File: config.mk
export PLATFORM = sky130hd
export DESIGN_NAME = lut_sxx_chain_cfg
export DESIGN_NICKNAME = d
export VERILOG_FILES = /design/src/rtl/lut_sxx_chain_pkg.sv /design/src/rtl/lut_sxx_chain_stage.sv /design/src/rtl/lut_sxx_chain_cfg.sv
export SDC_FILE = /design/constraint.sdc
export NUM_CORES = 1
export LEC_CHECK = 0
export ABC_AREA = 0
export CORE_MARGIN = 2
export CORE_UTILIZATION = 58
export DETAILED_ROUTE_END_ITERATION = 10
export PLACE_DENSITY = 0.79
export SLEW_MARGIN = 25
export SYNTH_ARGS = -nofsm -noshare
export SYNTH_HDL_FRONTEND = slang
export SYNTH_HIERARCHICAL = 1
export SYNTH_SLANG_ARGS = --single-unit
File: constraint.sdc
create_clock -name cclk -period 2.6 [get_ports cclk]
set_clock_uncertainty 0.1 [all_clocks]
set_input_delay 0.52 -clock cclk [delete_from_list [all_inputs] [get_ports cclk]]
set_output_delay 0.52 -clock cclk [all_outputs]
set_load 0.01 [all_outputs]
File: src/rtl/lut_sxx_chain_pkg.sv
// -----------------------------------------------------------------------------
// lut_sxx_chain_pkg
//   Shared types and width helpers for the cascaded configurable LUT chain.
//   - state_t        : configuration load state (UNCFG / LOADING / READY)
//   - calc_aw        : user address width for a given INPUTS / STAGES
//   - calc_mem_size  : truth-table bits per stage
//   - calc_cfg_bits  : total serial config bits (all tables + 1 mode bit)
//   - calc_cnt_w     : width of the config bit counter (must hold CFG_BITS)
// -----------------------------------------------------------------------------
package lut_sxx_chain_pkg;

   typedef enum logic [1:0] {
      UNCFG   = 2'd0,
      LOADING = 2'd1,
      READY   = 2'd2
   } state_t;

   function automatic int calc_aw(input int inputs, input int stages);
      return stages * (inputs - 1) + 1;
   endfunction

   function automatic int calc_mem_size(input int inputs);
      return 1 << inputs;
   endfunction

   function automatic int calc_cfg_bits(input int inputs, input int stages);
      return stages * (1 << inputs) + 1;
   endfunction

   function automatic int calc_cnt_w(input int cfg_bits);
      return $clog2(cfg_bits + 1);
   endfunction

endpackage

File: src/rtl/lut_sxx_chain_stage.sv
// -----------------------------------------------------------------------------
// lut_sxx_chain_stage
//   One purely combinational INPUTS-input table lookup.
//   Ports:
//     table_i  [MEM_SIZE-1:0] : truth table, bit n is the result for address n
//     addr_i   [INPUTS-1:0]   : lookup address
//     bit_o                   : table_i[addr_i]
// -----------------------------------------------------------------------------
module lut_sxx_chain_stage
   import lut_sxx_chain_pkg::*;
#(
   parameter int INPUTS   = 4,
   parameter int MEM_SIZE = calc_mem_size(INPUTS)
) (
   input  logic [MEM_SIZE-1:0] table_i,
   input  logic [INPUTS-1:0]   addr_i,
   output logic                bit_o
);

   always_comb begin
      bit_o = table_i[addr_i];
   end

endmodule

File: src/rtl/lut_sxx_chain_cfg.sv
// -----------------------------------------------------------------------------
// lut_sxx_chain_cfg
//   STAGES cascaded INPUTS-input LUTs with an on-block serial configuration
//   loader. Each stage after the first uses the previous stage's output as its
//   address MSB. Config is shifted in MSB-first through cfg_in while cen=1; the
//   first bit shifted is the output mode bit, followed by stage 0's table, then
//   stage 1's, and so on. The block only drives a function result once the full
//   CFG_BITS have been loaded (state READY).
//
//   Ports:
//     cclk     : single clock for configuration and the output register
//     rst_n    : asynchronous active-low reset
//     cen      : config shift enable; the cfg_in bit is consumed on that edge
//     cfg_in   : serial config data
//     cfg_out  : daisy-chain out, MSB of the config shift register
//     cfg_done : high while fully configured (READY)
//     addr     : user logic inputs, AW bits
//     out      : function output (combinational or registered per mode bit)
//     taps     : per-stage outputs, only with LUT_SXX_CHAIN_TAP_EN defined
//
//   Build option: define LUT_SXX_CHAIN_TAP_EN to add the taps debug port.
// -----------------------------------------------------------------------------
module lut_sxx_chain_cfg
   import lut_sxx_chain_pkg::*;
#(
   parameter int INPUTS   = 4,
   parameter int STAGES   = 2,
   parameter int MEM_SIZE = calc_mem_size(INPUTS),
   parameter int CFG_BITS = calc_cfg_bits(INPUTS, STAGES),
   parameter int AW       = calc_aw(INPUTS, STAGES)
) (
   input  logic          cclk,
   input  logic          rst_n,
   input  logic          cen,
   input  logic          cfg_in,
   output logic          cfg_out,
   output logic          cfg_done,
   input  logic [AW-1:0] addr,
   output logic          out
`ifdef LUT_SXX_CHAIN_TAP_EN
   ,
   output logic [STAGES-1:0] taps
`endif
);

   localparam int               CNT_W   = calc_cnt_w(CFG_BITS);
   localparam logic [CNT_W-1:0] CNT_MAX = CNT_W'(CFG_BITS);
   localparam logic [CNT_W-1:0] CNT_ONE = CNT_W'(1);

   state_t                state_q,   state_d;
   logic [CNT_W-1:0]      cnt_q,     cnt_d;
   logic [CFG_BITS-1:0]   cfg_sr_q,  cfg_sr_d;
   logic                  out_reg_q, out_reg_d;

   logic                  ready;
   logic                  reg_out_mode;
   logic                  chain_out;

`ifdef LUT_SXX_CHAIN_TAP_EN
   logic [STAGES-1:0]     stage_bits;
`endif

   // --------------------------------------------------------------------------
   // LUT cascade
   // Each stage's output is a separate net so the chain does not form a
   // combinational loop through a shared vector.
   // --------------------------------------------------------------------------
   for (genvar k = 0; k < STAGES; k++) begin : g_stage
      logic [INPUTS-1:0] stage_addr;
      logic              stage_out;

      if (k == 0) begin : g_first
         assign stage_addr = addr[AW-1 -: INPUTS];
      end else begin : g_next
         assign stage_addr = {g_stage[k-1].stage_out,
                              addr[AW-INPUTS-(k-1)*(INPUTS-1)-1 -: INPUTS-1]};
      end

      lut_sxx_chain_stage #(
         .INPUTS   (INPUTS),
         .MEM_SIZE (MEM_SIZE)
      ) u_stage (
         .table_i (cfg_sr_q[(STAGES-k)*MEM_SIZE-1 -: MEM_SIZE]),
         .addr_i  (stage_addr),
         .bit_o   (stage_out)
      );

`ifdef LUT_SXX_CHAIN_TAP_EN
      assign stage_bits[k] = stage_out;
`endif
   end

   assign chain_out = g_stage[STAGES-1].stage_out;

   // --------------------------------------------------------------------------
   // Load FSM: state register
   // --------------------------------------------------------------------------
   always_ff @(posedge cclk or negedge rst_n) begin
      if (!rst_n) begin
         state_q <= UNCFG;
         cnt_q   <= '0;
      end else begin
         state_q <= state_d;
         cnt_q   <= cnt_d;
      end
   end

   // --------------------------------------------------------------------------
   // Load FSM: next state and bit counter
   // The counter saturates at CFG_BITS; any cen while READY restarts a load.
   // --------------------------------------------------------------------------
   always_comb begin
      state_d = state_q;
      cnt_d   = cnt_q;
      unique case (state_q)
         UNCFG: begin
            if (cen) begin
               state_d = LOADING;
               cnt_d   = CNT_ONE;
            end
         end
         LOADING: begin
            if (cen) begin
               if (cnt_q < CNT_MAX) begin
                  cnt_d = cnt_q + CNT_ONE;
               end
               if (cnt_q >= CNT_MAX - CNT_ONE) begin
                  state_d = READY;
               end
            end
         end
         READY: begin
            if (cen) begin
               state_d = LOADING;
               cnt_d   = CNT_ONE;
            end
         end
         default: begin
            state_d = UNCFG;
            cnt_d   = '0;
         end
      endcase
   end

   // --------------------------------------------------------------------------
   // Config shift register and output register
   // --------------------------------------------------------------------------
   always_ff @(posedge cclk or negedge rst_n) begin
      if (!rst_n) begin
         cfg_sr_q  <= '0;
         out_reg_q <= 1'b0;
      end else begin
         cfg_sr_q  <= cfg_sr_d;
         out_reg_q <= out_reg_d;
      end
   end

   always_comb begin
      cfg_sr_d = cfg_sr_q;
      if (cen) begin
         cfg_sr_d = {cfg_sr_q[CFG_BITS-2:0], cfg_in};
      end
      // Held at 0 outside READY and cleared by a reconfiguration shift, so a
      // partially loaded table can never reach the registered output.
      out_reg_d = 1'b0;
      if ((state_q == READY) && !cen) begin
         out_reg_d = chain_out;
      end
   end

   // --------------------------------------------------------------------------
   // Outputs
   // --------------------------------------------------------------------------
   always_comb begin
      ready        = (state_q == READY);
      reg_out_mode = cfg_sr_q[CFG_BITS-1];
      cfg_done     = ready;
      cfg_out      = cfg_sr_q[CFG_BITS-1];
      out          = 1'b0;
      if (ready) begin
         out = reg_out_mode ? out_reg_q : chain_out;
      end
   end

`ifdef LUT_SXX_CHAIN_TAP_EN
   always_comb begin
      taps = ready ? stage_bits : '0;
   end
`endif

endmodule

### Word-level counts from Yosys, hierarchy flattened

Cells that the tools add are included.

* output and inout bits: 3
* register bits after elaboration: 42
* latch bits: 0
* bits of input ports: 11
* memories: 0
* RAM bits: 0
* ROM bits: 0
* word-level logic and storage cells: 36

* $lt $le $gt $ge: 4
* div/mod/pow operators: 0
* shift operators: 0
* multipliers: 0
* reduce and logical (&&, ||, !) cells: 6
* bitwise gates (word level): 0
* multiplexer cells: 15
* equal/unequal tests: 6
* add/subtract/negate cells: 1

Operators by type and width (count)
* $mux 6: 3
* $pmux 6 s2: 1
* $lt 4x5->1 const B: 2
* $bmux 1 s4: 2
* $add 6x1->6 const B: 1
* $ge 6x6->1 const B: 1
* $lt 6x6->1 const B: 1
* $mux 2: 3
* $ne 2x2->1 const B: 3
* $reduce_and 3->1: 2
* $mux 1: 5
* $pmux 2 s2: 1
* $eq 2x1->1 const B: 1
* $eq 2x2->1 const B: 1
* $logic_not 2->1: 1
* $ne 2x1->1 const B: 1
* $reduce_or 2->1: 1
* $logic_and 1x1->1: 1
* $logic_not 1->1: 1

### Depth between registers and ports, before layout

* depth after elaboration: 6
* mapped depth: 7
* depth with buffers taken out: 7

### Cells and area by module

Netlist, hierarchy kept.

Modules (own cells, without submodules)
* lut_sxx_chain_cfg: seq. area each 1051.0 um^2, cells an instance 132, instances 1, area each 1786.7 um^2
* lut_sxx_chain_stage: seq. area each 0.0 um^2, cells an instance 7, instances 2, area each 135.1 um^2

### Worst setup path after synthesis

OpenSTA, ideal clock, no wires.

* path type: input -> output
* from: input port addr[3]
* to: output port out
* data arrival time: 1.837 ns
* data required time: 1.980 ns
* buffers on the path: 0
* stages: 7
* setup slack: 0.143 ns
* path through: mux4_1 mux2i_1 mux2i_1 mux2i_1 mux2i_1 mux2i_1 nor2b_1

* longest elaborated chain between the ends: 6

RTL lines
* from (decl): line lut_sxx_chain_cfg.sv:38 `input logic [AW-1:0] addr,`
* $bmux 1 s4: line lut_sxx_chain_stage.sv:21 `bit_o = table_i[addr_i];`
* $mux 1 (not written as such): line lut_sxx_chain_stage.sv:21
* net g_stage[0].stage_out: line lut_sxx_chain_cfg.sv:70 `logic stage_out;`
* $bmux 1 s4: line lut_sxx_chain_stage.sv:21
* $mux 1 (not written as such): line lut_sxx_chain_stage.sv:21
* net chain_out: line lut_sxx_chain_cfg.sv:57 `logic chain_out;`
* $mux 1: line lut_sxx_chain_cfg.sv:181 `out = reg_out_mode ? out_reg_q : chain_out;`
* $mux 1: line lut_sxx_chain_cfg.sv:180 `if (ready) begin`
* to (decl): line lut_sxx_chain_cfg.sv:39 `output logic out`

The timed path passes the listed nets, and every way through them passes these cells. The select of a mux whose other input is x is not followed.

### Final worst setup path

* from: register cfg_sr_q[19]
* to: output port out

* longest elaborated chain between the ends: 6

RTL lines
* from (decl): line lut_sxx_chain_cfg.sv:52 `logic [CFG_BITS-1:0] cfg_sr_q, cfg_sr_d;`
* from (signal assigned): line lut_sxx_chain_cfg.sv:153 `cfg_sr_q <= cfg_sr_d;`
* $bmux 1 s4: line lut_sxx_chain_stage.sv:21
* $mux 1 (not written as such): line lut_sxx_chain_stage.sv:21
* net g_stage[0].stage_out: line lut_sxx_chain_cfg.sv:70
* $bmux 1 s4: line lut_sxx_chain_stage.sv:21
* $mux 1 (not written as such): line lut_sxx_chain_stage.sv:21
* net chain_out: line lut_sxx_chain_cfg.sv:57
* $mux 1: line lut_sxx_chain_cfg.sv:181
* $mux 1: line lut_sxx_chain_cfg.sv:180

The timed path passes the listed nets, and every way through them passes these cells. The select of a mux whose other input is x is not followed.

==> results.txt <==
The run finished, with violations left. The final reports fail on setup timing. Of all cell types, the one taking the most synthesized area is dfrtp_1. The die area is 4040 um2. Summed over all layers, the global routing overflow is 0. The worst path in the final design needs a cycle of 2840 ps, including I/O delays and setup.

The routed via count divided by cell count came out at 5.82. During placement, the flow inserted port buffers numbering 13. At the pin with the least slew margin, the transition time is approximately 880 ps.

The synthesized design contains 42 register bits. The instance count of the mapped netlist came out at 146. Counting distinct cell types in the post-synthesis netlist gives 28. After the last flow step, the layout net total stands at approximately 190.

For this block, the initial DRC count from the detailed router was 70. Summing every instance area after synthesis gives 2060 um2. The average instance in the mapped netlist occupies between 10 and 15 um2.

The most used cell along the critical path is mux2i_1. The number of hold-repair buffers added at the cts stage is 0. Clock-pin slew was measured on the worst setup and hold paths at approximately 120 ps. The maximum clock insertion buffer count is 2. The detailed router placed 1281 vias in this run. In the global route stage, overall resource usage came out at between 10% and 20%. The number of enable-type register cells in the synthesized netlist came out at 0.

The worst setup path is launched from a register. The part of the cycle the worst path needs came out at 109%. The initial core utilization is 61.2%.

The category of the most critical setup path is register to output port. The width of the die is 63.6 um. The number of diodes is 0. The maximum frequency from static timing analysis came out at 352 MHz. The fraction of synthesis flops using an asynchronous set or reset pin came out at 100%.

The worst register-to-register path begins at cfg_sr_q[19]. The post-layout worst setup margin is -239 ps. The relative slew slack is 41.1%. The share of the Yosys chip area taken by registers is 51.1%. In this run the worst hold path is classified as primary input to async pin. The library cell used most frequently in the layout, excluding fill and tap cells, is dfrtp_1. At the end of routability-driven placement, the weighted congestion stood at around 0.86. After synthesis, the largest area contributor takes up 51.1% of total cell area. The via count of the first global-routing pass is 1331. The worst register-to-register path has a depth of 6. The pre-antenna-repair detailed-routing pass consisted of 4 iterations. The number of antenna violations at the first check in global routing was 0. The number of ports placed on the die boundary came out at 14. The latest clock arrival within the worst-skew pair came out at 340 ps. The critical path goes through mux4_2, mux2i_1, mux2i_2, mux2i_1, mux2i_1, mux2i_1, nor2b_1, buf_2. The core box area came out at 3360 um2. The total count of hold-check failures in the final report came out at 0.

Setup repair after global routing could not meet its margin everywhere. Clock tree synthesis inserted a total of 5 buffers. The number of nets handed over by synthesis was 160. The nature of the critical path endpoint is an output port. The number of clock sinks is 42. Across all register-to-register paths, the minimum setup slack is 760 ps. The arrival time of data at the critical path endpoint came out at 2220 ps. The total power divided by cell area is 992 nW/um2. In this run the worst setup path begins at cfg_sr_q[19].

In the layout the commonest cells are 42 x dfrtp_1, 33 x mux2_2, 13 x buf_4. Across the VDD grid, the largest voltage drop is 629 uV. The fraction of layout cells with a size suffix above 1 came out at around two fifths.

The level count of the clock H-tree is 2. The final wirelength came out at about 3400 um. The final standard cell count with taps included and fillers excluded came out at 220. The final-report setup violation count came out at 1. The required time of the critical path came out at 1980 ps.

The largest net degree at the start of global routing is 47. The clock tree from TritonCTS is done. The half-perimeter wire length after placement came out at roughly 2300 um.

The biggest cell delay along the critical path is about 480 ps. Counting the fill cells in the layout gives 271. The endpoint identified for the worst register-to-register timing path is out_reg_q. The overall die height came out at 63.6 um. The first-pass GRT wire length came out at 6020 um.

Compared with the post-synthesis result, the final layout area differs by 17.4%. The most critical setup path has its endpoint at out. The count of final max-slew check failures is 0. The site row count came out at 21.

The routed length per instance is 15.5 um. The residual antenna-violating net count after detailed routing came out at 0. The most used flip-flop cell after synthesis is dfrtp_1. In this run the clock root is driven by a clkbuf_4.

Along the worst path, the maximum fanout reaches 2. The tool flagged a number of max-cap violations equal to 0. By area the synthesized netlist is led by dfrtp_1 51%, mux2_2 18%, mux4_1 10%. On the critical path, the stage with the largest delay is an instance of mux4_2.

The reported leakage power is approximately 1.1 nW. Yosys printed 6 warnings. The DRC violations left is 0. Summing internal, switching and leakage power gives 0.00239 W.

The number of cells in the design after placement came out at roughly 210.
==> worst min path at each step <==
stage / endpoint / slack, ps / depth (start not counted)
2_1_floorplan: cfg_sr_q[0] / 120 / 0
3_3_place_gp: cfg_sr_q[6] / 400 / 1
3_5_place_dp: cfg_sr_q[7] / 410 / 1
4_1_cts: cfg_sr_q[31] / 200 / 1
5_1_grt: cfg_sr_q[31] / 240 / 1
6_report: cfg_sr_q[31] / 180 / 1
==> what timing repair did <==
| action | CTS | global route |
|---|---|---|
| gates resized for setup | 13 | 2 |
| setup buffers | 0 | 1 |
| endpoints found under the setup margin | 1 | 1 |
==> critical path: cells and delay by family, from the launching register on <==
| family | cells | cell delay (ps) |
|---|---|---|
| buf+inv | 1 | 140 |
| flops | 1 | 410 |
| mux | 6 | 1190 |
| simple gates | 1 | 130 |
==> Yosys cell counts, types with 2 or more instances <==
cell type,instances
dfrtp_1,42
mux2_2,33
mux2i_1,8
mux4_1,8
o21ai_0,7
inv_1,5
nor2b_1,5
clkbuf_1,4
nand3_1,4
a21oi_1,3
buf_2,3
ha_1,3
nand2_1,3
a211o_1,2
nand4_1,2
nor2_1,2
==> routing by layer <==
metal | global-route usage [%] | vias up | share of wire [%]
met5 | 0 | - | 0
met4 | 8.15 | 0 | 1.3
met3 | 5.89 | 5 | 5.7
met2 | 30.5 | 35 | 49
met1 | 24.9 | 636 | 44
li1 | - | 605 | -
==> state kept, by name, indices dropped and copies added (netlist names) <==
register and cells:
state_q 2, cfg_sr_q 33, out_reg_q 1, cnt_q 6
==> kinds of logic after synthesis <==
family	share of synthesized area, %
simple gates	7.06
flops	51.1
fa+ha+maj	1.83
compound gates	5.47
mux	32.2
buf+inv	2.37
==> final cells by class <==
class                   instances  area [um2]  share of cell area [%]
multi-input cells              92         946                    39.2
clock inverters                 2        60.1                    2.49
inverters                       5        18.8                   0.777
well taps                      46        57.6                    2.38
clock buffers                   6        51.3                    2.12
flip-flops and latches         42        1050                    43.5
repair buffers                 27         230                    9.53
==> through the flow <==
stage / instance area, um2 / utilization, % / hold WS, ps / TNS [ps] / worst slack [ps]
3_5_place_dp: 2320 / 69.0 / 412 / -1200 / -1130
3_3_place_gp: 2320 / 69.0 / 399 / -1040 / -1040
6_report: 2410 / 71.8 / 183 / -239 / -239
4_1_cts: 2410 / 71.8 / 202 / -297 / -297
2_1_floorplan: 2060 / - / 124 / 0 / 143
5_1_grt: 2410 / 71.8 / 239 / -414 / -414
==> report_power, final <==
group          leakage (nW)  internal, W  switching (W)
clock network        0.0585     0.000326       0.000205
registers             0.521     0.000899       0.000218
logic                 0.517     0.000472       0.000274
No activity file was read; power rests on OpenSTA's default activity.
==> variant 1 (same flow settings) <==
Add a define of `LUT_SXX_CHAIN_TAP_EN`.
--- a/src/rtl/lut_sxx_chain_cfg.sv
+++ b/src/rtl/lut_sxx_chain_cfg.sv
@@ -20,6 +20,8 @@
 //
 //   Build option: define LUT_SXX_CHAIN_TAP_EN to add the taps debug port.
 // -----------------------------------------------------------------------------
+`define LUT_SXX_CHAIN_TAP_EN
+
 module lut_sxx_chain_cfg
    import lut_sxx_chain_pkg::*;
 #(
Formal check against the unedited RTL (old outputs only; new: taps): equivalent (equiv_simple and equiv_induct, registers matched by name and starting in step).
==> variant 1 against the original RTL <==
- the run ends with hold timing, setup timing left
- final area fell by 1.6%
- routed wire length rose by 4.9%
- power fell by 11%
- count of clock-buffer cells in the layout fell by 1
- area after synthesis rose by 0.73%
- worst setup slack got worse by 0.15 ns
- sequential share of layout area rose by 0.71 points
- combinational power fell by 4.6%
- sequential cell count did not move
- synthesized cell count rose by 2.7%
==> variant 1: results (changes against the original RTL) <==
CP max-delay cell: mux4_2
final hold violations: 4 (+4)
placer congestion estimate: 0.761 (-11%)
IO buf count: 15 (+2)
first-pass GRT wire length: 6400 um (+6.3%)
gr usage total: 21.3% (+1.9 points)
ratio of cells with drive above 1 in the final layout: 38.0% (-1.1 points)
routed vias: 1316 (+2.7%)
drt pass-1 iters: 4 (unchanged)
DRT iter0 DRCs: 73 (+4.3%)
Root Buffer: clkbuf_4
synth cell count leaders: dfrtp_1, mux2_2, mux2i_1, mux4_1, nand2_1
vias in the first global route: 1314 (-1.3%)
Net count, final: 192 (+2.7%)
# setup viols final: 2 (+1)
setup TNS: -0.723 ns (-0.484 ns)
pin count of the biggest net entering global routing: 43 (-8.5%)
WL/cell: 15.9 um (+2.6%)
status: complete, but fails checks
fillers: 257 (-5.2%)
CTS Hold Buffers Added: 0 (unchanged)
critical path fanouts, max: 3 (+1)
final hold slack: -0.00317 ns (-0.186 ns)
maximum VDD drop: 0.559 mV (-11%)
Syn Nets: 164 (+2.5%)
setup ws final: -0.385 ns (-0.147 ns)
Crit path arrival time: 2.37 ns (+0.15 ns)
clock latency on the worst-skew pair: 0.37 ns (+0.03 ns)
failing checks: hold timing, setup timing
slew margin rel.: 65.9% (+25 points)
HPWL after DPL: 2590 um (+10%)
largest cells by area after synthesis: dfrtp_1, mux2_2, mux4_1, mux2i_1, ha_1
variant 1: cell type report:
| type | count | share of cell area (%) |
|---|---|---|
| clock buffers | 5 | 1.58 |
| clock inverters | 3 | 0.895 |
| inverters | 5 | 0.790 |
| multi-input cells | 96 | 40.9 |
| flip-flops and latches | 42 | 44.2 |
| well taps | 46 | 2.42 |
| repair buffers | 28 | 9.16 |
variant 1: kinds of logic (layout without fill, tap and decap cells):
group,Yosys count,count (layout),share of synthesized area [%]
fa+ha+maj,3,3,1.81
buf+inv,12,41,2.17
mux,49,49,31.9
simple gates,29,29,8.57
flops,42,42,50.7
compound gates,15,15,4.77
variant 1: per-layer routing:
layer	global-route usage [%]	up-vias	part of all wire (%)
li1	-	613	-
met1	27.7	666	43
met2	34.1	29	51
met3	4.75	8	3.5
met4	10.3	0	2.0
met5	0	-	0
variant 1: through the flow:
step                      hold slack (ns)  util, %  setup slack [ns]  cell area, um^2  std cells
after floorplan                     0.124        -             0.130             2070        150
after global placement              0.397     68.4             -1.01             2320        214
after detailed placement            0.410     68.4             -1.13             2320        214
after CTS                           0.195     70.1            -0.340             2370        225
after global routing               0.0278     70.1            -0.569             2380        225
final                            -0.00317     70.1            -0.385             2380        225
variant 1: timing repair:
item | 4_1_cts | 5_1_grt
cloned | 0 | 0
gates resized for setup | 20 | 2
endpoints found under the setup margin | 3 | 3
buffers inserted | 3 | 0
variant 1: power by group:
part           total (mW)  internal [mW]  switching (mW)  leakage [nW]
Combinational       0.713          0.450           0.263         0.536
Clock               0.330          0.105           0.225        0.0312
Sequential           1.10          0.890           0.205         0.523
Total                2.14           1.45           0.693          1.09
variant 1: final timing paths:
path                                               start                       end  slack (ns)  depth (start not counted)
worst min-delay path                               rst_n  cfg_sr_q[28]$_DFFE_PN0P_      -0.003                          1
min in group cclk                cfg_sr_q[4]$_DFFE_PN0P_   cfg_sr_q[5]$_DFFE_PN0P_        0.43                          1
worst max-delay path            cfg_sr_q[23]$_DFFE_PN0P_                       out       -0.39                          9
worst max register to register  cfg_sr_q[23]$_DFFE_PN0P_       out_reg_q$_DFF_PN0_        0.47                          8
worst min register to register   cfg_sr_q[4]$_DFFE_PN0P_   cfg_sr_q[5]$_DFFE_PN0P_        0.43                          1
max in group asynchronous                          rst_n   cfg_sr_q[4]$_DFFE_PN0P_        2.03                          1
==> variant 2 (same settings) <==
Made on the original files. Reset style: synchronous (`rst_n`), changed in 2 clocked blocks. Comments in the files are not updated.
--- a/src/rtl/lut_sxx_chain_cfg.sv
+++ b/src/rtl/lut_sxx_chain_cfg.sv
@@ -95,7 +95,7 @@
    // --------------------------------------------------------------------------
    // Load FSM: state register
    // --------------------------------------------------------------------------
-   always_ff @(posedge cclk or negedge rst_n) begin
+   always_ff @(posedge cclk) begin
       if (!rst_n) begin
          state_q <= UNCFG;
          cnt_q   <= '0;
@@ -145,7 +145,7 @@
    // --------------------------------------------------------------------------
    // Config shift register and output register
    // --------------------------------------------------------------------------
-   always_ff @(posedge cclk or negedge rst_n) begin
+   always_ff @(posedge cclk) begin
       if (!rst_n) begin
          cfg_sr_q  <= '0;
          out_reg_q <= 1'b0;
Check against the original RTL: no difference found for any inputs over 10 cycles, from zero or initial values and one cycle with rst_n low; that may be too few to reach the edited logic, so the function may still have changed.
==> variant 2 against the original RTL <==
- the flow still finishes with violations (setup timing)
- count of clock-buffer cells in the layout increased by 1
- final area decreased by 3.9%
- routed wire length increased by 9.1%
- die area decreased by 1.8%
- first-iteration DRC count unchanged
- sequential share of layout area decreased by 7.1 points
- synthesized cell count increased by 23%
- area after synthesis decreased by 1.9%
- sequential cell count unchanged
- worst setup slack improved by 0.10 ns
- cell count increased by 15%
- critical path type is now in2out
- largest cell class is now multi-input combinational cells
Power is not compared: it rests on default switching activity, and its combinational part moved more than twofold at a synthesized area within 25%.
==> variant 2: results (changes against the original RTL) <==
status: complete, but fails checks
failing checks: setup timing
setup ws final: -0.137 ns (+0.101 ns)
DP Area: 0.00228 mm^2 (-1.6%)
Hold EP: cnt_q[1]$_SDFFE_PN0P_
# setup viols final: 1 (unchanged)
ratio of cells with drive above 1 in the final layout: 17.8% (-21 points)
CP max-delay cell: clkdlybuf4s50_1
worst-margin pin slew: 0.573 ns (-0.310 ns)
WHS Path Cells: 2
post-synth top area cell: dfxtp_1
Syn Nets: 194 (+21%)
Reg2Reg Capture Point: cnt_q[2]$_SDFFE_PN0P_
fillers: 276 (+1.8%)
HPWL after DPL: 2720 um (+16%)
critical path fanouts, max: 2 (unchanged)
synth cell count leaders: dfxtp_1, mux2i_1, nor2b_1, mux4_1, clkbuf_1
IO buf count: 13 (unchanged)
pin count of the biggest net entering global routing: 38 (-19%)
gr usage total: 20.7% (+1.3 points)
R2R Path Start: cnt_q[0]$_SDFFE_PN0P_
Leak: 0.963 nW
Root Buffer: clkbuf_4
CP max stage delay: 0.52 ns (+0.04 ns)
Reg area: 845 um^2 (-20%)
Net count, final: 221 (+18%)
Async S/R FF share, synth: 0% (-100 points)
yosys warns: 6 (unchanged)
Hold Crit Class: reg2reg
Crit path arrival time: 2.12 ns (-0.10 ns)
initial antenna violation count: 0 (unchanged)
post-CTS setup buffers: 0 (unchanged)
Num CTS Buffers: 5 (unchanged)
drt pass-1 iters: 5 (+1)
Hold Crit Start: cnt_q[1]$_SDFFE_PN0P_
WL/cell: 14.6 um (-5.5%)
routed vias: 1415 (+10%)
first-pass GRT wire length: 6350 um (+5.5%)
switch share: 23.1%
largest cells by area after synthesis: dfxtp_1, mux2i_1, nor2b_1, mux4_1, ha_1
maximum VDD drop: 0.299 mV
Largest register FFs: 33 (unchanged)
register area share after synthesis: 41.7% (-9.4 points)
Distinct cells, synth: 27 (-3.6%)
reg-to-reg setup timing slack: 0.69 ns (-0.07 ns)
placer congestion estimate: 0.774 (-9.8%)
H-Tree Depth: 2 (unchanged)
## variant 2: changes by cell type after synthesis, moves of 3 or more
cell / unedited run / this run
nor2b_1: 5 / 35
dfxtp_1: 0 / 42
nand2b_1: 1 / 4
mux2i_1: 8 / 40
mux2_2: 33 / 0
o21ai_0: 7 / 0
dfrtp_1: 42 / 0
## variant 2: cells by family (layout without fill, tap and decap cells)
group / after synthesis / after routing / share of synthesized area [%]
compound gates: 16 / 16 / 6.01
buf+inv: 13 / 41 / 2.85
simple gates: 58 / 58 / 17.4
mux: 48 / 48 / 30.3
fa+ha+maj: 3 / 3 / 1.86
flops: 42 / 42 / 41.7
## variant 2: per-stage QoR
step                      TNS, ns  cells  setup slack (ns)  utilization [%]  hold slack (ns)
after floorplan                 0    180             0.169                -            0.356
after global placement     -0.953    246            -0.953             68.4            0.372
after detailed placement    -1.12    246             -1.08             68.4            0.395
after CTS                  -0.148    254            -0.148             69.6            0.412
after global routing       -0.284    254            -0.284             69.6            0.438
final                      -0.137    254            -0.137             69.6            0.401
## variant 2: what timing repair did
item | 4_1_cts | 5_1_grt
pin swaps | 1 | 0
resized for setup | 18 | 0
hold endpoints to repair | 0 | 0
cloned | 0 | 0
setup endpoints to repair | 1 | 1
## variant 2: power groups by stage
stage / clock (mW) / sequential, mW / combinational [mW]
2_1_floorplan: 0 / 0.666 / 0.0696
3_3_place_gp: 0 / 0.667 / 0.0936
3_5_place_dp: 0 / 0.668 / 0.0969
4_1_cts: 0.339 / 0.653 / 0.0960
5_1_grt: 0.372 / 0.654 / 0.103
6_report: 0.329 / 0.653 / 0.0959
## variant 2: worst max-delay path by stage
stage          slack, ns   to  cells past startpoint                       from
5_1_grt            -0.28  out                      8  cfg_sr_q[22]$_SDFFE_PN0P_
4_1_cts            -0.15  out                      8  cfg_sr_q[27]$_SDFFE_PN0P_
3_3_place_gp       -0.95  out                      9                    addr[3]
2_1_floorplan       0.17  out                      7                    addr[3]
6_report           -0.14  out                      8                    addr[6]
3_5_place_dp       -1.08  out                      9                    addr[3]
## variant 2: layout make-up
| cell class | count | area share, % |
|---|---|---|
| timing repair buffer | 30 | 10.5 |
| sequential | 42 | 36.4 |
| clock buffer | 7 | 2.37 |
| tap | 46 | 2.48 |
| multi-input combinational | 125 | 47.6 |
| inverter | 3 | 0.485 |
| clock inverter | 1 | 0.216 |
## variant 2: worst min-delay path, cell delays in order, from the launching register on
cell	delay [ns]
dfxtp_1	0.35
nand2_1	0.06
a21boi_1	0.05
## variant 2: metal layers
layer,GRT usage (%),part of all wire [%]
met5,0,0
met4,10.0,2.6
met3,5.05,4.1
met2,35.0,48
met1,24.5,45
